## config.mk

```make
export PLATFORM = sky130hd
export DESIGN_NAME = and_reduce_sequencer_flat
export DESIGN_NICKNAME = d
export VERILOG_FILES = /design/src/rtl/and_reduce_pkg.sv /design/src/rtl/and_reduce_sequencer_if.sv /design/src/rtl/and_reduce_lanes.sv /design/src/rtl/and_reduce_sequencer.sv /design/src/flat_wrapper.sv
export SDC_FILE = /design/constraint.sdc
export NUM_CORES = 1
export LEC_CHECK = 0
export BUFFER_PORTS_ARGS = -buffer_cell sky130_fd_sc_hd__buf_2
export CAP_MARGIN = 25
export CORE_ASPECT_RATIO = 0.7
export CORE_MARGIN = 2
export CORE_UTILIZATION = 55
export DETAILED_ROUTE_END_ITERATION = 12
export GPL_TIMING_DRIVEN = 0
export PLACE_DENSITY = 0.84
export SLEW_MARGIN = 20
export SYNTH_ARGS = -nofsm -noshare
export SYNTH_HDL_FRONTEND = slang
export SYNTH_SLANG_ARGS = --single-unit
```

## constraint.sdc

```tcl
create_clock -name clk -period 5.08 [get_ports clk]
set_clock_uncertainty 0.05 [all_clocks]
set_input_delay 1.524 -clock clk [delete_from_list [all_inputs] [get_ports clk]]
set_output_delay 1.524 -clock clk [all_outputs]
set_load 0.005 [all_outputs]
```

## src/rtl/and_reduce_pkg.sv

```systemverilog
// Shared types and elaboration helpers for the AND-reduction sequencer.
package and_reduce_pkg;

    // Width of the beat counter and of the reported beat count.
    localparam int unsigned BEAT_W = 4;

    // Number of operand slots held per job (operands a..h).
    localparam int unsigned SLOTS = 8;

    typedef enum logic [1:0] {
        IDLE,
        RUN,
        DONE
    } state_t;

    // Beats needed to sweep all slots with a given lane count.
    function automatic int unsigned beats_of(input int unsigned port_num);
        return (port_num == 0) ? 0 : SLOTS / port_num;
    endfunction

    // Lane counts that divide the slot count evenly.
    function automatic bit port_num_legal(input int unsigned port_num);
        return (port_num == 1) || (port_num == 2) || (port_num == 4) || (port_num == 8);
    endfunction

endpackage

```

## src/rtl/and_reduce_sequencer_if.sv

```systemverilog
// Job/result handshake bundle for the AND-reduction sequencer.
// master: operand producer + result consumer; slave: the sequencer.
interface and_reduce_sequencer_if
    import and_reduce_pkg::*;
#(
    parameter int unsigned WIDTH = 8
);
    logic              in_valid;
    logic              in_ready;
    logic [WIDTH-1:0]  a;
    logic [WIDTH-1:0]  b;
    logic [WIDTH-1:0]  c;
    logic [WIDTH-1:0]  d;
    logic [WIDTH-1:0]  e;
    logic [WIDTH-1:0]  f;
    logic [WIDTH-1:0]  g;
    logic [WIDTH-1:0]  h;
    logic              out_valid;
    logic              out_ready;
    logic [WIDTH-1:0]  q;
    logic              busy;
    logic [BEAT_W-1:0] beats;

    modport master (
        output in_valid, a, b, c, d, e, f, g, h, out_ready,
        input  in_ready, out_valid, q, busy, beats
    );

    modport slave (
        input  in_valid, a, b, c, d, e, f, g, h, out_ready,
        output in_ready, out_valid, q, busy, beats
    );

endinterface

```

## src/rtl/and_reduce_lanes.sv

```systemverilog
// One reduction slice: AND of every bit across PORT_NUM operands.
module and_reduce_lanes #(
    parameter int unsigned PORT_NUM = 2,
    parameter int unsigned WIDTH    = 8
) (
    input  logic [PORT_NUM*WIDTH-1:0] slice,
    output logic                      all_ones
);

    // Reduce the whole flattened slice to one bit.
    always_comb begin
        all_ones = &slice;
    end

endmodule

```

## src/rtl/and_reduce_sequencer.sv

```systemverilog
// Multi-cycle AND-reduction controller: captures a..h, sweeps them through
// one PORT_NUM-lane slice per beat and returns the reduced bit in q[0].
// Optional feature macro: AND_REDUCE_EARLY_EXIT_EN (finish on first zero beat).
module and_reduce_sequencer
    import and_reduce_pkg::*;
#(
    parameter int unsigned PORT_NUM = 2,
    parameter int unsigned WIDTH    = 8
) (
    input logic                   clk,
    input logic                   rst,
    and_reduce_sequencer_if.slave bus
);

    generate
        if (!port_num_legal(PORT_NUM) || (WIDTH < 1)) begin : g_bad_cfg
            $error("and_reduce_sequencer: PORT_NUM must be 1, 2, 4 or 8 and WIDTH >= 1");
        end
    endgenerate

    localparam int unsigned          BEATS    = beats_of(PORT_NUM);
    localparam logic [BEAT_W-1:0]    LAST_CNT = BEAT_W'(BEATS - 1);

    state_t                    state;
    state_t                    state_nxt;
    logic [WIDTH-1:0]          slot [SLOTS];
    logic [BEAT_W-1:0]         cnt;
    logic [BEAT_W-1:0]         beats_r;
    logic [WIDTH-1:0]          q_r;
    logic                      acc;
    logic                      acc_nxt;
    logic                      lane_and;
    logic                      finish;
    logic [PORT_NUM*WIDTH-1:0] slice;

    // Select the PORT_NUM slots addressed by the current beat.
    always_comb begin
        slice = '0;
        for (int unsigned lane = 0; lane < PORT_NUM; lane++) begin
            slice[lane*WIDTH +: WIDTH] = slot[3'(32'(cnt) * PORT_NUM + lane)];
        end
    end

    and_reduce_lanes #(
        .PORT_NUM (PORT_NUM),
        .WIDTH    (WIDTH)
    ) u_lanes (
        .slice    (slice),
        .all_ones (lane_and)
    );

    // Accumulator update and end-of-job detection for the current beat.
    always_comb begin
        acc_nxt = acc & lane_and;
        finish  = (cnt == LAST_CNT);
`ifdef AND_REDUCE_EARLY_EXIT_EN
        finish  = finish | ~acc_nxt;
`endif
    end

    // Next state and handshake outputs, all decoded from the current state.
    always_comb begin
        state_nxt     = state;
        bus.in_ready  = 1'b0;
        bus.out_valid = 1'b0;
        bus.busy      = 1'b0;
        case (state)
            IDLE: begin
                bus.in_ready = 1'b1;
                if (bus.in_valid) begin
                    state_nxt = RUN;
                end
            end
            RUN: begin
                bus.busy = 1'b1;
                if (finish) begin
                    state_nxt = DONE;
                end
            end
            DONE: begin
                bus.busy      = 1'b1;
                bus.out_valid = 1'b1;
                if (bus.out_ready) begin
                    state_nxt = IDLE;
                end
            end
            default: begin
                state_nxt = IDLE;
            end
        endcase
    end

    // Registered result fields.
    always_comb begin
        bus.q     = q_r;
        bus.beats = beats_r;
    end

    // State register.
    always_ff @(posedge clk or posedge rst) begin
        if (rst) begin
            state <= IDLE;
        end else begin
            state <= state_nxt;
        end
    end

    // Operand capture, per-beat accumulation and result load.
    always_ff @(posedge clk or posedge rst) begin
        if (rst) begin
            for (int unsigned i = 0; i < SLOTS; i++) begin
                slot[i] <= '0;
            end
            acc     <= 1'b1;
            cnt     <= '0;
            q_r     <= '0;
            beats_r <= '0;
        end else begin
            case (state)
                IDLE: begin
                    if (bus.in_valid) begin
                        slot[0] <= bus.a;
                        slot[1] <= bus.b;
                        slot[2] <= bus.c;
                        slot[3] <= bus.d;
                        slot[4] <= bus.e;
                        slot[5] <= bus.f;
                        slot[6] <= bus.g;
                        slot[7] <= bus.h;
                        acc     <= 1'b1;
                        cnt     <= '0;
                    end
                end
                RUN: begin
                    acc <= acc_nxt;
                    cnt <= cnt + 1'b1;
                    if (finish) begin
                        q_r     <= WIDTH'(acc_nxt);
                        beats_r <= cnt + 1'b1;
                    end
                end
                default: begin
                end
            endcase
        end
    end

endmodule

```

## src/flat_wrapper.sv

```systemverilog
// flat-port wrapper written by rule: the top's interface ports become plain ports
module and_reduce_sequencer_flat import and_reduce_pkg::*;
#(
    parameter int unsigned PORT_NUM = 2,
    parameter int unsigned WIDTH    = 8
)
  (clk, rst, bus_in_valid, bus_a, bus_b, bus_c, bus_d, bus_e, bus_f, bus_g, bus_h, bus_out_ready, bus_in_ready, bus_out_valid, bus_q, bus_busy, bus_beats);
  and_reduce_sequencer_if #(.WIDTH(WIDTH)) bus_i ();
  input logic clk;
  input logic rst;
  input wire logic [$bits(bus_i.in_valid)-1:0] bus_in_valid;
  input wire logic [$bits(bus_i.a)-1:0] bus_a;
  input wire logic [$bits(bus_i.b)-1:0] bus_b;
  input wire logic [$bits(bus_i.c)-1:0] bus_c;
  input wire logic [$bits(bus_i.d)-1:0] bus_d;
  input wire logic [$bits(bus_i.e)-1:0] bus_e;
  input wire logic [$bits(bus_i.f)-1:0] bus_f;
  input wire logic [$bits(bus_i.g)-1:0] bus_g;
  input wire logic [$bits(bus_i.h)-1:0] bus_h;
  input wire logic [$bits(bus_i.out_ready)-1:0] bus_out_ready;
  output wire logic [$bits(bus_i.in_ready)-1:0] bus_in_ready;
  output wire logic [$bits(bus_i.out_valid)-1:0] bus_out_valid;
  output wire logic [$bits(bus_i.q)-1:0] bus_q;
  output wire logic [$bits(bus_i.busy)-1:0] bus_busy;
  output wire logic [$bits(bus_i.beats)-1:0] bus_beats;
  assign bus_i.in_valid = bus_in_valid;
  assign bus_i.a = bus_a;
  assign bus_i.b = bus_b;
  assign bus_i.c = bus_c;
  assign bus_i.d = bus_d;
  assign bus_i.e = bus_e;
  assign bus_i.f = bus_f;
  assign bus_i.g = bus_g;
  assign bus_i.h = bus_h;
  assign bus_i.out_ready = bus_out_ready;
  assign bus_in_ready = bus_i.in_ready;
  assign bus_out_valid = bus_i.out_valid;
  assign bus_q = bus_i.q;
  assign bus_busy = bus_i.busy;
  assign bus_beats = bus_i.beats;
  and_reduce_sequencer #(.PORT_NUM(PORT_NUM), .WIDTH(WIDTH)) u_core (.clk(clk), .rst(rst), .bus(bus_i));
endmodule
```

==> results by group <==
Outcome
  • Result of the run: finished clean

Floorplan
  • Std-Cell Core Area: around 0.0057 mm2
  • Initial Utilization: 57.0%
  • Die span in y: 68.3 um
  • Io pins: 83
  • Number of cell rows: 23
  • Total Die Area: roughly 0.0065 mm2
  • Die span in x: between 90 and 100 um

Finish
  • Final instance area: ~0.004 mm2
  • Ratio of cells with drive above 1 in the final layout: between 50% and 60%
  • Final layout net count: around 410
  • Final antenna diode count: 0
  • Final cell count without fillers: ~410
  • Area growth, synth to finish: 22.6%

Critical path
  • Peak fanout along the critical path: 3
  • Startpoint type of the worst setup path: register
  • Worst path required time: 3510 ps
  • Slowest cell on crit path: dfrtp_1
  • Category of cells accounting for the largest share of critical-path delay: flip-flops
  • List of cells traversed by the critical path: inv_1, ha_1, buf_2
  • Worst Path Buf+Inv: 2
  • Arrival time worst endpoint: roughly 1200 ps
  • Worst Setup Path Type: register to primary output
  • CP max stage delay: 380 ps
  • Type of element capturing the critical path: primary output

Power
  • Leakage: 1.83 nW
  • PD cells: around 570 mW/mm2
  • Largest vdd supply drop: 0.296 mV

Detailed routing
  • Antenna-violating nets left: 0
  • Routed len/inst: 14.6 um
  • Total detailed-routing wirelength: about 6000 um
  • Met3 Routed Length: roughly 450 um
  • DR pass1 iterations: 4
  • DRC violation count after routing: 0
  • Detailed-route via count: roughly 2100
  • Detail Route met2 WL: 2700 um
  • Top Metal Used: met4
  • Drt via density: ~5.2
  • Post-route met1 wirelength: 2760 um
  • Drt first-iter violations: between 70 and 80

STA
  • Period utilisation layout: between 50% and 60%
  • Setup repair after global routing missed its margin: false
  • Final Max Slew Viols: 0
  • Minimum period implied by the final worst setup slack: roughly 2800 ps
  • Final TNS setup: 0 ps
  • Worst-case setup margin in the final layout: around 2300 ps
  • Setup-failing EPs final: 0
  • Fmax: between 0.3 and 0.4 GHz
  • Number of failing hold endpoints at the final stage: 0

Yosys
  • Flip-flop and latch count after synthesis: 76
  • Synthesized netlist cell count: between 200 and 250
  • Number of enable flip-flop cells after synthesis: 0
  • Top FF cell, synth: dfrtp_1
  • Fraction of the yosys area taken by sequential cells: roughly three fifths
  • Synthesis Warnings: 0
  • Post-Syn Area per Cell: 13.5 um2
  • Post-synthesis instance area: 0.00325 mm2
  • Synth async-reset ratio: 100%
  • Number of distinct standard cells referenced by the synthesized netlist: 35

Global route
  • GRT Residual Overflow: 0
  • Maximum number of pins on one net before global-route repair: 52
  • Total routing resource utilization after global routing: ~20%
  • Number of global-route vias before repair: 2007
  • Initial antenna violation count: 0
  • Wire length of the first global-routing pass: around 9400 um

Clocking
  • Sink count of the clock tree: 76
  • CTS buffer count: 9
  • Clock-pin slew on the worst setup and hold paths: 80 ps
  • Number of hold buffers added after CTS: 0
  • Clock Latency Late Sink: 350 ps
  • Clock root cell: clkbuf_8
  • Maximum buffer depth of the clock tree: 2
  • H-tree levels: 3
  • Setup bufs post-CTS: 0
  • Cts repair resizes: 0
  • Clock tree from TritonCTS: done

Placement
  • Inst Count DP: between 300 and 400
  • Worst slack, placed: approximately 2100 ps
  • Number of port buffers: between 70 and 80
  • Area after detailed placement: 0.00376 mm2
  • Detailed-placement wirelength estimate: 4450 um
  • Final weighted congestion in routability-driven placement: 0.727

Flow run
  • Count of max-cap constraint violations: 0

Hold path
  • Class of the most critical hold timing path: register to register
## worst reg2reg max path: stages, from the launching register on
cell and delay [ps]:
dfrtp_1 400, inv_1 110, ha_1 170, clkbuf_1 300, nand2_1 310, buf_2 300, mux2_2 300
## cell type report
class,instances,area (um2)
multi-input combinational,146,1230
fill,451,1720
clock inverter,6,88.8
buffer,18,110
tap,75,93.8
sequential,76,1900
inverter,6,25.0
clock buffer,10,128
timing repair buffer,75,398
## Yosys cell counts, types with 2 or more instances
cell       n  share of area, %
inv_1      6              0.69
o22ai_1    2              0.39
nand4b_1   3              0.81
and2_1     2              0.39
buf_2      7               1.1
mux2_2    65                23
clkbuf_1   3              0.35
a22oi_1    2              0.46
dfrtp_1   75                58
a21oi_1    2              0.31
buf_4      7               1.6
nand3_1    5              0.77
nor2_1     3              0.35
a31oi_1    2              0.39
nand2_1   12               1.4
o21ai_0    7               1.1
nand4_1   10               1.9
ha_1       5               1.9
or4_1      4              0.92
nor3_1     2              0.31
mux2i_1    2              0.62
## power by group
group	switching (mW)	leakage [nW]	total [mW]	internal [mW]
logic	0.287	0.829	0.686	0.399
clock network	0.217	0.102	0.494	0.276
registers	0.164	0.903	1.07	0.906
## flip-flops by register name (all words and copies together), names as in the netlist
| signal | flops |
|---|---|
| u_core.bus.beats | 4 |
| u_core.state | 2 |
| u_core.cnt | 4 |
| u_core.bus.q | 1 |
| u_core.slot | 64 |
| u_core.acc | 1 |
## final timing paths
| kind | startpoint | endpoint | slack [ps] | cells after the start |
|---|---|---|---|---|
| max reg2reg | u_core.state[0] | u_core.slot[22] | 3010 | 6 |
| min in group asynchronous | rst | u_core.slot[23] | 1100 | 2 |
| min reg2reg | u_core.bus.beats[2] | u_core.bus.beats[2] | 430 | 1 |
| max in group asynchronous | rst | u_core.acc | 3270 | 3 |
| min | u_core.bus.beats[2] | u_core.bus.beats[2] | 430 | 1 |
| max | u_core.state[0] | bus_busy | 2290 | 3 |
## cells in the final DEF (no fill, tap or decap), types with 3 or more instances in the layout
cell type and n:
ha_1 5, nand3_1 5, or4_1 4, nand2_1 12
clkbuf_1 4, clkbuf_8 9, mux2_2 65, nand4b_1 3
dfrtp_1 75, nor2_1 3, buf_4 7, conb_1 7
inv_1 5, buf_2 81, nand4_1 10, o21ai_0 7
## metal layers
metal	track usage (%)	vias to the layer above
li1	-	1028
met1	25.7	1027
met2	29.9	66
met3	7.71	9
met4	8.93	0
met5	0	-
## logic make-up after synthesis
kind of cell | count (synthesis) | synth area share [%]
other | 1 | 0.115
AND/OR/NAND/NOR | 47 | 8.17
XOR/XNOR | 1 | 0.270
AO/OA/AOI/OAI | 19 | 3.66
buffers and inverters | 24 | 4.08
adder cells (fa/ha/maj) | 5 | 1.93
multiplexers | 67 | 23.2
flip-flops | 76 | 58.6
## metrics by stage
step	hold WS (ps)	utilization, %	power (mW)
6_report	426	69.9	2.25
2_1_floorplan	409	-	1.58
4_1_cts	436	69.9	2.27
5_1_grt	448	69.9	2.41
3_5_place_dp	414	66.1	1.77
3_3_place_gp	394	65.5	1.72
(Power assumes the default switching activity.)
